--- src/rtl/sl_pkg.sv ---
// Shared SL receiver definitions: config register layout, line symbol codes
// and the one-hot FSM state encoding.
package sl_pkg;
    localparam int BQL  = 0;
    localparam int BQH  = 5;
    localparam int IRQM = 6;
    localparam logic [7:0] CFG_RST = 8'h20;

    // Symbol code is {SL0, SL1}
    typedef enum logic [1:0] {
        SYM_STOP = 2'b00,
        SYM_ZERO = 2'b01,
        SYM_ONE  = 2'b10,
        SYM_IDLE = 2'b11
    } sym_t;

    localparam int ST_IDLE   = 0;
    localparam int ST_BIT    = 1;
    localparam int ST_GAP    = 2;
    localparam int ST_PARITY = 3;
    localparam int ST_PGAP   = 4;
    localparam int ST_STOP   = 5;
    localparam int ST_ERR    = 6;

    typedef enum logic [6:0] {
        IDLE   = 7'd1 << ST_IDLE,
        BIT    = 7'd1 << ST_BIT,
        GAP    = 7'd1 << ST_GAP,
        PARITY = 7'd1 << ST_PARITY,
        PGAP   = 7'd1 << ST_PGAP,
        STOP   = 7'd1 << ST_STOP,
        ERR    = 7'd1 << ST_ERR
    } state_t;
endpackage

--- src/rtl/sl_line_sync.sv ---
// Synchroniser for both SL lines, producing the decoded symbol and a change strobe.
// With SL_GLITCH_FILTER_EN defined, each line also passes a FILT_LEN-deep stable filter.
module sl_line_sync
    import sl_pkg::*;
#(
    parameter int SYNC_STAGES = 2
`ifdef SL_GLITCH_FILTER_EN
    ,
    parameter int FILT_LEN    = 3
`endif
) (
    input  logic       clk,
    input  logic       rst_n,
    input  logic [1:0] line,
    output sym_t       sym,
    output logic       chg
);
    logic [1:0] cur;
    logic [1:0] prev;

    for (genvar i = 0; i < 2; i++) begin : g_line
        logic [SYNC_STAGES-1:0] ff;
        always_ff @(posedge clk or negedge rst_n) begin
            if (!rst_n) ff <= '1;
            else        ff <= {ff[SYNC_STAGES-2:0], line[i]};
        end
`ifdef SL_GLITCH_FILTER_EN
        logic [FILT_LEN-1:0] hist;
        logic                filt;
        // Output moves only once the whole history agrees
        always_ff @(posedge clk or negedge rst_n) begin
            if (!rst_n) begin
                hist <= '1;
                filt <= 1'b1;
            end else begin
                hist <= {hist[FILT_LEN-2:0], ff[SYNC_STAGES-1]};
                if (&hist)       filt <= 1'b1;
                else if (~|hist) filt <= 1'b0;
            end
        end
        assign cur[i] = filt;
`else
        assign cur[i] = ff[SYNC_STAGES-1];
`endif
    end

    always_ff @(posedge clk or negedge rst_n) begin
        if (!rst_n) prev <= 2'b11;
        else        prev <= cur;
    end

    assign chg = (cur != prev);
    assign sym = sym_t'(cur);
endmodule

--- src/rtl/sl_receiver.sv ---
// SL link receiver: decodes {SL0,SL1} symbols into a word with parity and framing checks.
// Optional glitch filter on the synced lines is enabled by defining SL_GLITCH_FILTER_EN.
module sl_receiver
    import sl_pkg::*;
#(
    parameter int SYNC_STAGES = 2,
    parameter int TIMEOUT_CYC = 1024
`ifdef SL_GLITCH_FILTER_EN
    ,
    parameter int FILT_LEN    = 3
`endif
) (
    input  logic        clk,
    input  logic        rst_n,
    input  logic        SL0,
    input  logic        SL1,
    input  logic [7:0]  wr_config_w,
    input  logic        cfg_wr,
    output logic [7:0]  r_config_w,
    output logic [31:0] rx_data,
    output logic        rx_valid,
    input  logic        rx_ack,
    output logic        parity_err,
    output logic        frame_err,
    output logic        overrun,
    output logic        rx_busy
);
    localparam int TW         = $clog2(TIMEOUT_CYC + 1);
    localparam int RESYNC_CYC = 16;

    state_t        state, state_nx;
    sym_t          sym;
    logic          chg, tmo, err, start, bump, take_bit, take_par, done, bit_val;
    logic [TW-1:0] tcnt;
    logic [5:0]    bitcnt, nbits;
    logic [31:0]   shreg;
    logic          par;
    logic [7:0]    cfg;

    sl_line_sync #(
        .SYNC_STAGES(SYNC_STAGES)
`ifdef SL_GLITCH_FILTER_EN
        ,
        .FILT_LEN(FILT_LEN)
`endif
    ) u_sync (
        .clk  (clk),
        .rst_n(rst_n),
        .line ({SL0, SL1}),
        .sym  (sym),
        .chg  (chg)
    );

    assign bit_val    = (sym == SYM_ONE);
    assign rx_busy    = (state != IDLE) && (state != ERR);
    assign r_config_w = cfg;
    // tcnt holds (cycles the current symbol has been seen) - 2 once chg has dropped
    assign tmo = rx_busy && !chg && (tcnt >= TW'(TIMEOUT_CYC - 2));

    always_comb begin
        state_nx = state;
        err      = 1'b0;
        start    = 1'b0;
        bump     = 1'b0;
        take_bit = 1'b0;
        take_par = 1'b0;
        done     = 1'b0;
        if (tmo) begin
            err = 1'b1;
        end else begin
            case (state)
                IDLE:   if (sym == SYM_STOP) err = 1'b1;
                        else if (sym != SYM_IDLE) begin
                            start    = 1'b1;
                            state_nx = BIT;
                        end
                BIT:    if (sym == SYM_IDLE) begin
                            bump     = 1'b1;
                            state_nx = GAP;
                        end else if (sym == SYM_STOP || chg) err = 1'b1;
                GAP:    if (sym == SYM_STOP) err = 1'b1;
                        else if (sym != SYM_IDLE) begin
                            if (bitcnt == nbits) begin
                                take_par = 1'b1;
                                state_nx = PARITY;
                            end else begin
                                take_bit = 1'b1;
                                state_nx = BIT;
                            end
                        end
                PARITY: if (sym == SYM_IDLE) state_nx = PGAP;
                        else if (sym == SYM_STOP || chg) err = 1'b1;
                PGAP:   if (sym == SYM_STOP) state_nx = STOP;
                        else if (sym != SYM_IDLE) err = 1'b1;
                STOP:   if (sym == SYM_IDLE) begin
                            done     = 1'b1;
                            state_nx = IDLE;
                        end else if (chg) err = 1'b1;
                ERR:    if (sym == SYM_IDLE && !chg && tcnt >= TW'(RESYNC_CYC - 2))
                            state_nx = IDLE;
                default: state_nx = IDLE;
            endcase
        end
        if (err) state_nx = ERR;
    end

    always_ff @(posedge clk or negedge rst_n) begin
        if (!rst_n) begin
            state      <= IDLE;
            tcnt       <= '0;
            bitcnt     <= '0;
            nbits      <= 6'd32;
            shreg      <= '0;
            par        <= 1'b0;
            cfg        <= CFG_RST;
            rx_data    <= '0;
            rx_valid   <= 1'b0;
            parity_err <= 1'b0;
            frame_err  <= 1'b0;
            overrun    <= 1'b0;
        end else begin
            state <= state_nx;
            if (chg)                            tcnt <= '0;
            else if (tcnt != TW'(TIMEOUT_CYC)) tcnt <= tcnt + TW'(1);
            if (cfg_wr) cfg <= wr_config_w;
            // Word length is frozen at the first symbol so mid-word config writes are safe
            if (start) begin
                bitcnt <= '0;
                nbits  <= (cfg[BQH:BQL] == 6'd0) ? 6'd32 : cfg[BQH:BQL];
                shreg  <= {31'b0, bit_val};
                par    <= bit_val;
            end
            if (bump) bitcnt <= bitcnt + 6'd1;
            if (take_bit) begin
                shreg[bitcnt[4:0]] <= bit_val;
                par                <= par ^ bit_val;
            end
            if (take_par) par <= par ^ bit_val;
            if (done) begin
                rx_data    <= shreg;
                parity_err <= par;
            end
            if (done)                      rx_valid <= 1'b1;
            else if (!cfg[IRQM] || rx_ack) rx_valid <= 1'b0;
            if (done && rx_valid && cfg[IRQM] && !rx_ack) overrun <= 1'b1;
            else if (rx_ack)                              overrun <= 1'b0;
            if (err)         frame_err <= 1'b1;
            else if (rx_ack) frame_err <= 1'b0;
        end
    end
endmodule
--- config.mk ---
export PLATFORM = sky130hd
export DESIGN_NAME = sl_receiver
export DESIGN_NICKNAME = d
export VERILOG_FILES = /design/src/rtl/sl_pkg.sv /design/src/rtl/sl_line_sync.sv /design/src/rtl/sl_receiver.sv
export SDC_FILE = /design/constraint.sdc
export NUM_CORES = 1
export LEC_CHECK = 0
export CORE_MARGIN = 10
export CORE_UTILIZATION = 40
export DETAILED_ROUTE_END_ITERATION = 8
export PLACE_DENSITY_LB_ADDON = 0.2
export SYNTH_ARGS = -nofsm -noshare
export SYNTH_HDL_FRONTEND = slang
export SYNTH_SLANG_ARGS = --single-unit
export TNS_END_PERCENT = 1
--- constraint.sdc ---
create_clock -name clk -period 3 [get_ports clk]
set_input_delay 0.9 -clock clk [delete_from_list [all_inputs] [get_ports clk]]
set_output_delay 0.9 -clock clk [all_outputs]
set_load 0.01 [all_outputs]
* Word level (Yosys, flattened, before mapping) *
Cells that the tools add are included.

word-level totals
  memory bits (writable) = 0
  ROM bits = 0
  bits of input ports = 14
  logic and storage cells = 129
  bits in latches = 0
  output and inout bits = 45
  register bits after elaboration = 113
  memories = 0

operators by class
  magnitude comparators = 4
  add/subtract/negate cells = 2
  multipliers = 0
  shift operators = 0
  equal/unequal tests = 25
  multiplexer cells = 57
  reductions and logical operators = 25
  bitwise logic cells = 1
  divide/modulo/power cells = 0

operators with widths
  kind                   number
  $mux 7                 11
  $mux 32                2
  $pmux 7 s7             1
  $mux 1                 34
  $bwmux 32              1
  $ne 3x3->1 const B     9
  $mux 11                2
  $mux 6                 3
  $add 11x1->11 const B  1
  $ge 11x10->1 const B   1
  $ge 11x4->1 const B    1
  $ne 11x11->1 const B   1
  $reduce_and 10->1      1
  $reduce_bool 2->1      5
  $logic_and 1x1->1      9
  $eq 7x1->1 const B     1
  $eq 7x2->1 const B     1
  $eq 7x3->1 const B     1
  $eq 7x4->1 const B     1
  $eq 7x5->1 const B     1
  $eq 7x6->1 const B     1
  $eq 7x7->1 const B     1
  $ne 7x1->1 const B     1
  $ne 7x7->1 const B     1
  18 further kinds       23

* Longest topological paths before layout *
  depth in word-level cells = 9
  depth in mapped cells = 9
  depth with buffers taken out = 7

* Modules after synthesis *
A second synthesis with hierarchy kept.

second synthesis, totals
  cell total of the unflattened synthesis = 495
  area total of the unflattened synthesis = 5485.3 um2

by module, submodules not included
  module        area an instance (um2)  seq. area each (um2)  cells each  instances
  sl_receiver   5291.3                  2681.3                484         1
  sl_line_sync  193.9                   157.7                 11          1

* Worst setup path before layout *
OpenSTA, ideal clock, no wires.

  path type = flip-flop to flip-flop
  start = register u_sync.g_line[0].ff[1]
  end = register shreg[0]
  required time = 2.872 ns
  path buffers = 1
  arrival = 2.007 ns
  path slack = 0.865 ns
  stages on the path, launching flop included = 9
  library setup time = 0.128 ns
  period minus slack after synthesis = 2.135 ns
  cells stage by stage = dfstp_2 > inv_1 > ha_1 > nor2_1 > and2_1 > buf_1 > nand2_1 > o31ai_1 > mux2_1

on the way
  word-level cells in the longest chain between the ends = 8
  elaborated cells on any way between the ends = 18
  classes of those cells = 3 x eq/ne; 11 x mux; 4 x reduce/logical

ends and longest elaborated chain
  element                                             RTL line                                                  RTL
  start, declared                                     sl_line_sync.sv:22                                        logic [SYNC_STAGES-1:0] ff;
  start signal, assigned                              sl_line_sync.sv:25                                        else ff <= {ff[SYNC_STAGES-2:0], line[i]};
  $ne 2x2->1 (on tied branches)                       sl_receiver.sv:73, sl_receiver.sv:82, sl_line_sync.sv:52
  $mux 1 / $logic_not 1->1 (equally long branches)    sl_receiver.sv:73, sl_receiver.sv:58
  $mux 1 / $logic_and 1x1->1 (equally long branches)  n/a
  $mux 1 / $logic_and 1x1->1 (equally long branches)  sl_receiver.sv:71, sl_receiver.sv:58
  $mux 1                                              sl_receiver.sv:68                                         if (tmo) begin
  $mux 32                                             sl_receiver.sv:127                                        if (start) begin
  $bwmux 32                                           sl_receiver.sv:135                                        shreg[bitcnt[4:0]] <= bit_val;
  $mux 32 *                                           sl_receiver.sv:134                                        if (take_bit) begin
  end signal, assigned                                sl_receiver.sv:130                                        shreg <= {31'b0, bit_val};
  end signal, assigned by index                       sl_receiver.sv:135
  end, declared                                       sl_receiver.sv:36                                         logic [31:0] shreg;

Mark *: on every way between the ends. The rest lies on a longest branch, timed or not.
A chain may end at the register's enable or synchronous reset.

* Worst setup path in the final report *
  start = register state[1]
  end = output port rx_busy

on the way
  word-level cells in the longest chain between the ends = 2
  elaborated cells on any way between the ends = 3
  classes of those cells = 2 x eq/ne; 1 x reduce/logical

ends and longest elaborated chain
  element                                          RTL line            RTL
  start, declared                                  sl_receiver.sv:31   state_t state, state_nx;
  start signal, assigned                           sl_receiver.sv:122  state <= state_nx;
  $ne 7x1->1 / $ne 7x7->1 (equally long branches)  sl_receiver.sv:55   assign rx_busy = (state != IDLE) && (state != ERR);
  $logic_and 1x1->1 *                              sl_receiver.sv:55
  end, declared                                    sl_receiver.sv:26   output logic rx_busy

Marked as above.

==> run_results.csv <==
group,metric,value,unit
setup_path,path_cells,"nor2_1 -> nand4b_1 -> clkdlybuf4s50_1",
clocking,cts_tree,"done",
routing,via_count,3927,
routing,drc_errors,0,
pwr,vdd_drop_max,0.335,mV
setup_path,cpPeakStageDelay,540,ps
place,gp_congestion,0.820,
synth,syn_area,0.00554,mm^2
pwr,power_per_cell_area,683,mW/mm^2
timing,rsz0062_at_grt,"false",
setup_path,slowest_stage,"clkdlybuf4s50_1",
synth,synth_edf_count,0,
clocking,h-tree-depth,4,
clocking,cts-resized-gates,0,
setup_path,crit_type,"register to primary output",
timing,max_slew.worst_pin.slew,900,ps
cells_and_area,nNetsFinal,592,
place,place_ws,547,ps
flow_run,drv_cap,0,
cells_and_area,diodes,0,
synth,ys_seq_area_frac,0.513,
routing,drt-total-wl,12.0,mm
grt,track_usage,0.135,
outcome,status,"completed",
synth,yosys_register_bits,113,
setup_path,worstSetupStartpointType,"register",
routing,postRouteAntennaNets,0,
timing,drv_slew,0,
grt,grt.overflow.total,0,
routing,viasPerCell,5.19,
floorplanning,die_h,138,um
setup_path,setup.worst_path.end_class,"primary output",
cells_and_area,syn_to_final_growth,24.5,%
setup_path,worstPathMaxFanout,11,
cells_and_area,mostFrequentLayoutCell,"dfrtp_1",
synth,syn_nets,541,
clocking,cts_hold_repair.buffers,0,
cells_and_area,layout_common_cells,"104 x dfrtp_1, 83 x nand2_1, 57 x clkdlybuf4s50_1",
clocking,cts_made_buffers,17,
pwr,finalPower,4.71,mW
timing,post-route-period-util,0.959,
clocking,clock-sinks,113,
synth,synth_top_flop_cell,"dfrtp_1",
timing,clock_skew,14.1,ps
routing,drt_iter0_drc,232,
timing,setup_viol,0,
timing,hold_viol_final,0,
synth,yosysUniqueCellTypes,55,
floorplanning,num_rows,42,
grt,antenna_found_initial,0,
clocking,clock_latency,420,ps
synth,syn_area_per_cell,10.7,um^2
routing,routedWlPerCell,15.8,um
clocking,cts_setup_buffers,0,
timing,tns,0,ps
timing,final_critical_path_setup_slack,123,ps
setup_path,startpoint,"state[1]$_DFFE_PN0P_",
place,place_hpwl,8.15,mm
clocking,root_buffer,"clkbuf_16",
routing,firstDrtPassIters,4,
timing,max_freq,348,MHz
grt,grt_pass1_vias,4081,
synth,async_flop_share,1.00,
timing,fin_crit,2880,ps
synth,synthCells,517,
synth,ys_warn_count,0,
place,io_buffers,58,
clocking,clock_path_buffers,2,
setup_path,reg2reg_depth,5,
setup_path,worstPathRequired,2100,ps
setup_path,timing.rr.start,"state[1]$_DFFE_PN0P_",
floorplanning,dieArea,0.0190,mm^2
setup_path,cp.arrival,1980,ps
grt,grt_max_degree,60,
grt,grt_pass1_wl,20.3,mm
floorplanning,initial_utilization,0.413,
floorplanning,die_x,138,um
timing,slew_headroom,0.399,
floorplanning,core,0.0134,mm^2
floorplanning,ios,59,
clocking,clk_pin_slew,50,ps
pwr,power_leakage,2.97,nW
cells_and_area,drive_above_1_share,0.128,
min_path,hold_path.class,"input port to async pin",
## Yosys cell counts (3+ instances only)
cell | instances | area share
xor2_1 | 10 | 0.016
nor4_2 | 5 | 0.011
or3_1 | 4 | 0.0045
nor4b_1 | 4 | 0.0063
or2_2 | 3 | 0.0034
inv_1 | 13 | 0.0088
nand2b_1 | 3 | 0.0034
nor2b_1 | 4 | 0.0045
nand2_1 | 83 | 0.056
mux2i_1 | 33 | 0.060
nor4_1 | 11 | 0.012
mux2_1 | 33 | 0.067
mux2_2 | 9 | 0.018
nand3b_1 | 6 | 0.0081
nor2_1 | 27 | 0.018
and2_1 | 4 | 0.0045
clkbuf_1 | 18 | 0.012
nor3_1 | 23 | 0.021
xnor2_1 | 10 | 0.016
a21oi_1 | 11 | 0.0099
buf_4 | 4 | 0.0054
buf_6 | 4 | 0.0081
o21ai_1 | 3 | 0.0027
buf_2 | 6 | 0.0054
nand3_1 | 11 | 0.0099
o31ai_1 | 3 | 0.0041
nand4_1 | 7 | 0.0079
dfrtp_1 | 104 | 0.47
dfstp_2 | 9 | 0.043
ha_1 | 10 | 0.023
o21ai_0 | 9 | 0.0081
## per-layer routing
metal	vias to the layer above	wire, um	global-route usage
li1	1916	-	-
met2	94	5410	0.201
met5	-	0	0
met1	1898	5530	0.169
met4	0	235	0.0562
met3	19	804	0.0564
## metrics by stage
step                hold WS (ps)  area, um^2  instances  utilization
global placement             363        6260        725        0.467
CTS                          340        6900        756        0.515
detailed placement           358        6260        725        0.467
finish                       346        6900        756        0.515
floorplan                    345        5540        517            -
global route                 348        6900        756        0.515
## area by class of cell
| class | count | area [um^2] |
|---|---|---|
| well taps | 176 | 220 |
| flip-flops and latches | 113 | 2840 |
| fillers | 1185 | 6500 |
| repair buffers | 66 | 676 |
| multi-input cells | 357 | 2470 |
| clock buffers | 21 | 480 |
| clock inverters | 10 | 156 |
| inverters | 13 | 48.8 |
## report_power, final
group / total [mW] / switching, mW / internal, mW
clock network: 2.15 / 0.688 / 1.47
registers: 1.77 / 0.126 / 1.64
logic: 0.784 / 0.459 / 0.325
total: 4.71 / 1.27 / 3.43
## final timing paths
kind,slack [ps],to
min reg2reg,360,u_sync.g_line[0].ff[1]$_DFF_PN1_
max,120,rx_busy
min in group clk,360,u_sync.g_line[0].ff[1]$_DFF_PN1_
max reg2reg,590,shreg[18]$_DFF_PN0_
min,350,r_config_w[3]$_DFFE_PN0P_
max in group asynchronous,1890,nbits[5]$_DFFE_PN1P_
## state kept, by name, summed over array words and instances (netlist names)
name and cells:
frame_err 1, u_sync.g_line.ff 4, nbits 6, par 1
r_config_w 8, state 7, u_sync.prev 2, rx_valid 1
overrun 1, rx_data 32, tcnt 11, shreg 32
parity_err 1, bitcnt 6
## worst max-delay path: cells and delay by family (launching register included)
kind	cells	cell delay, ps
AND/OR/NAND/NOR	2	540
flip-flops	1	490
buffers and inverters	1	540
## logic make-up (layout without fill, tap and decap cells)
| family | Yosys count | count (layout) | share of synthesized area |
|---|---|---|---|
| xor+xnor | 20 | 20 | 0.0316 |
| simple gates | 207 | 207 | 0.190 |
| compound gates | 45 | 45 | 0.0563 |
| fa+ha+maj | 10 | 10 | 0.0226 |
| mux | 75 | 75 | 0.145 |
| flops | 113 | 113 | 0.513 |
| buf+inv | 47 | 110 | 0.0413 |
Power figures use the tool's default switching activity.
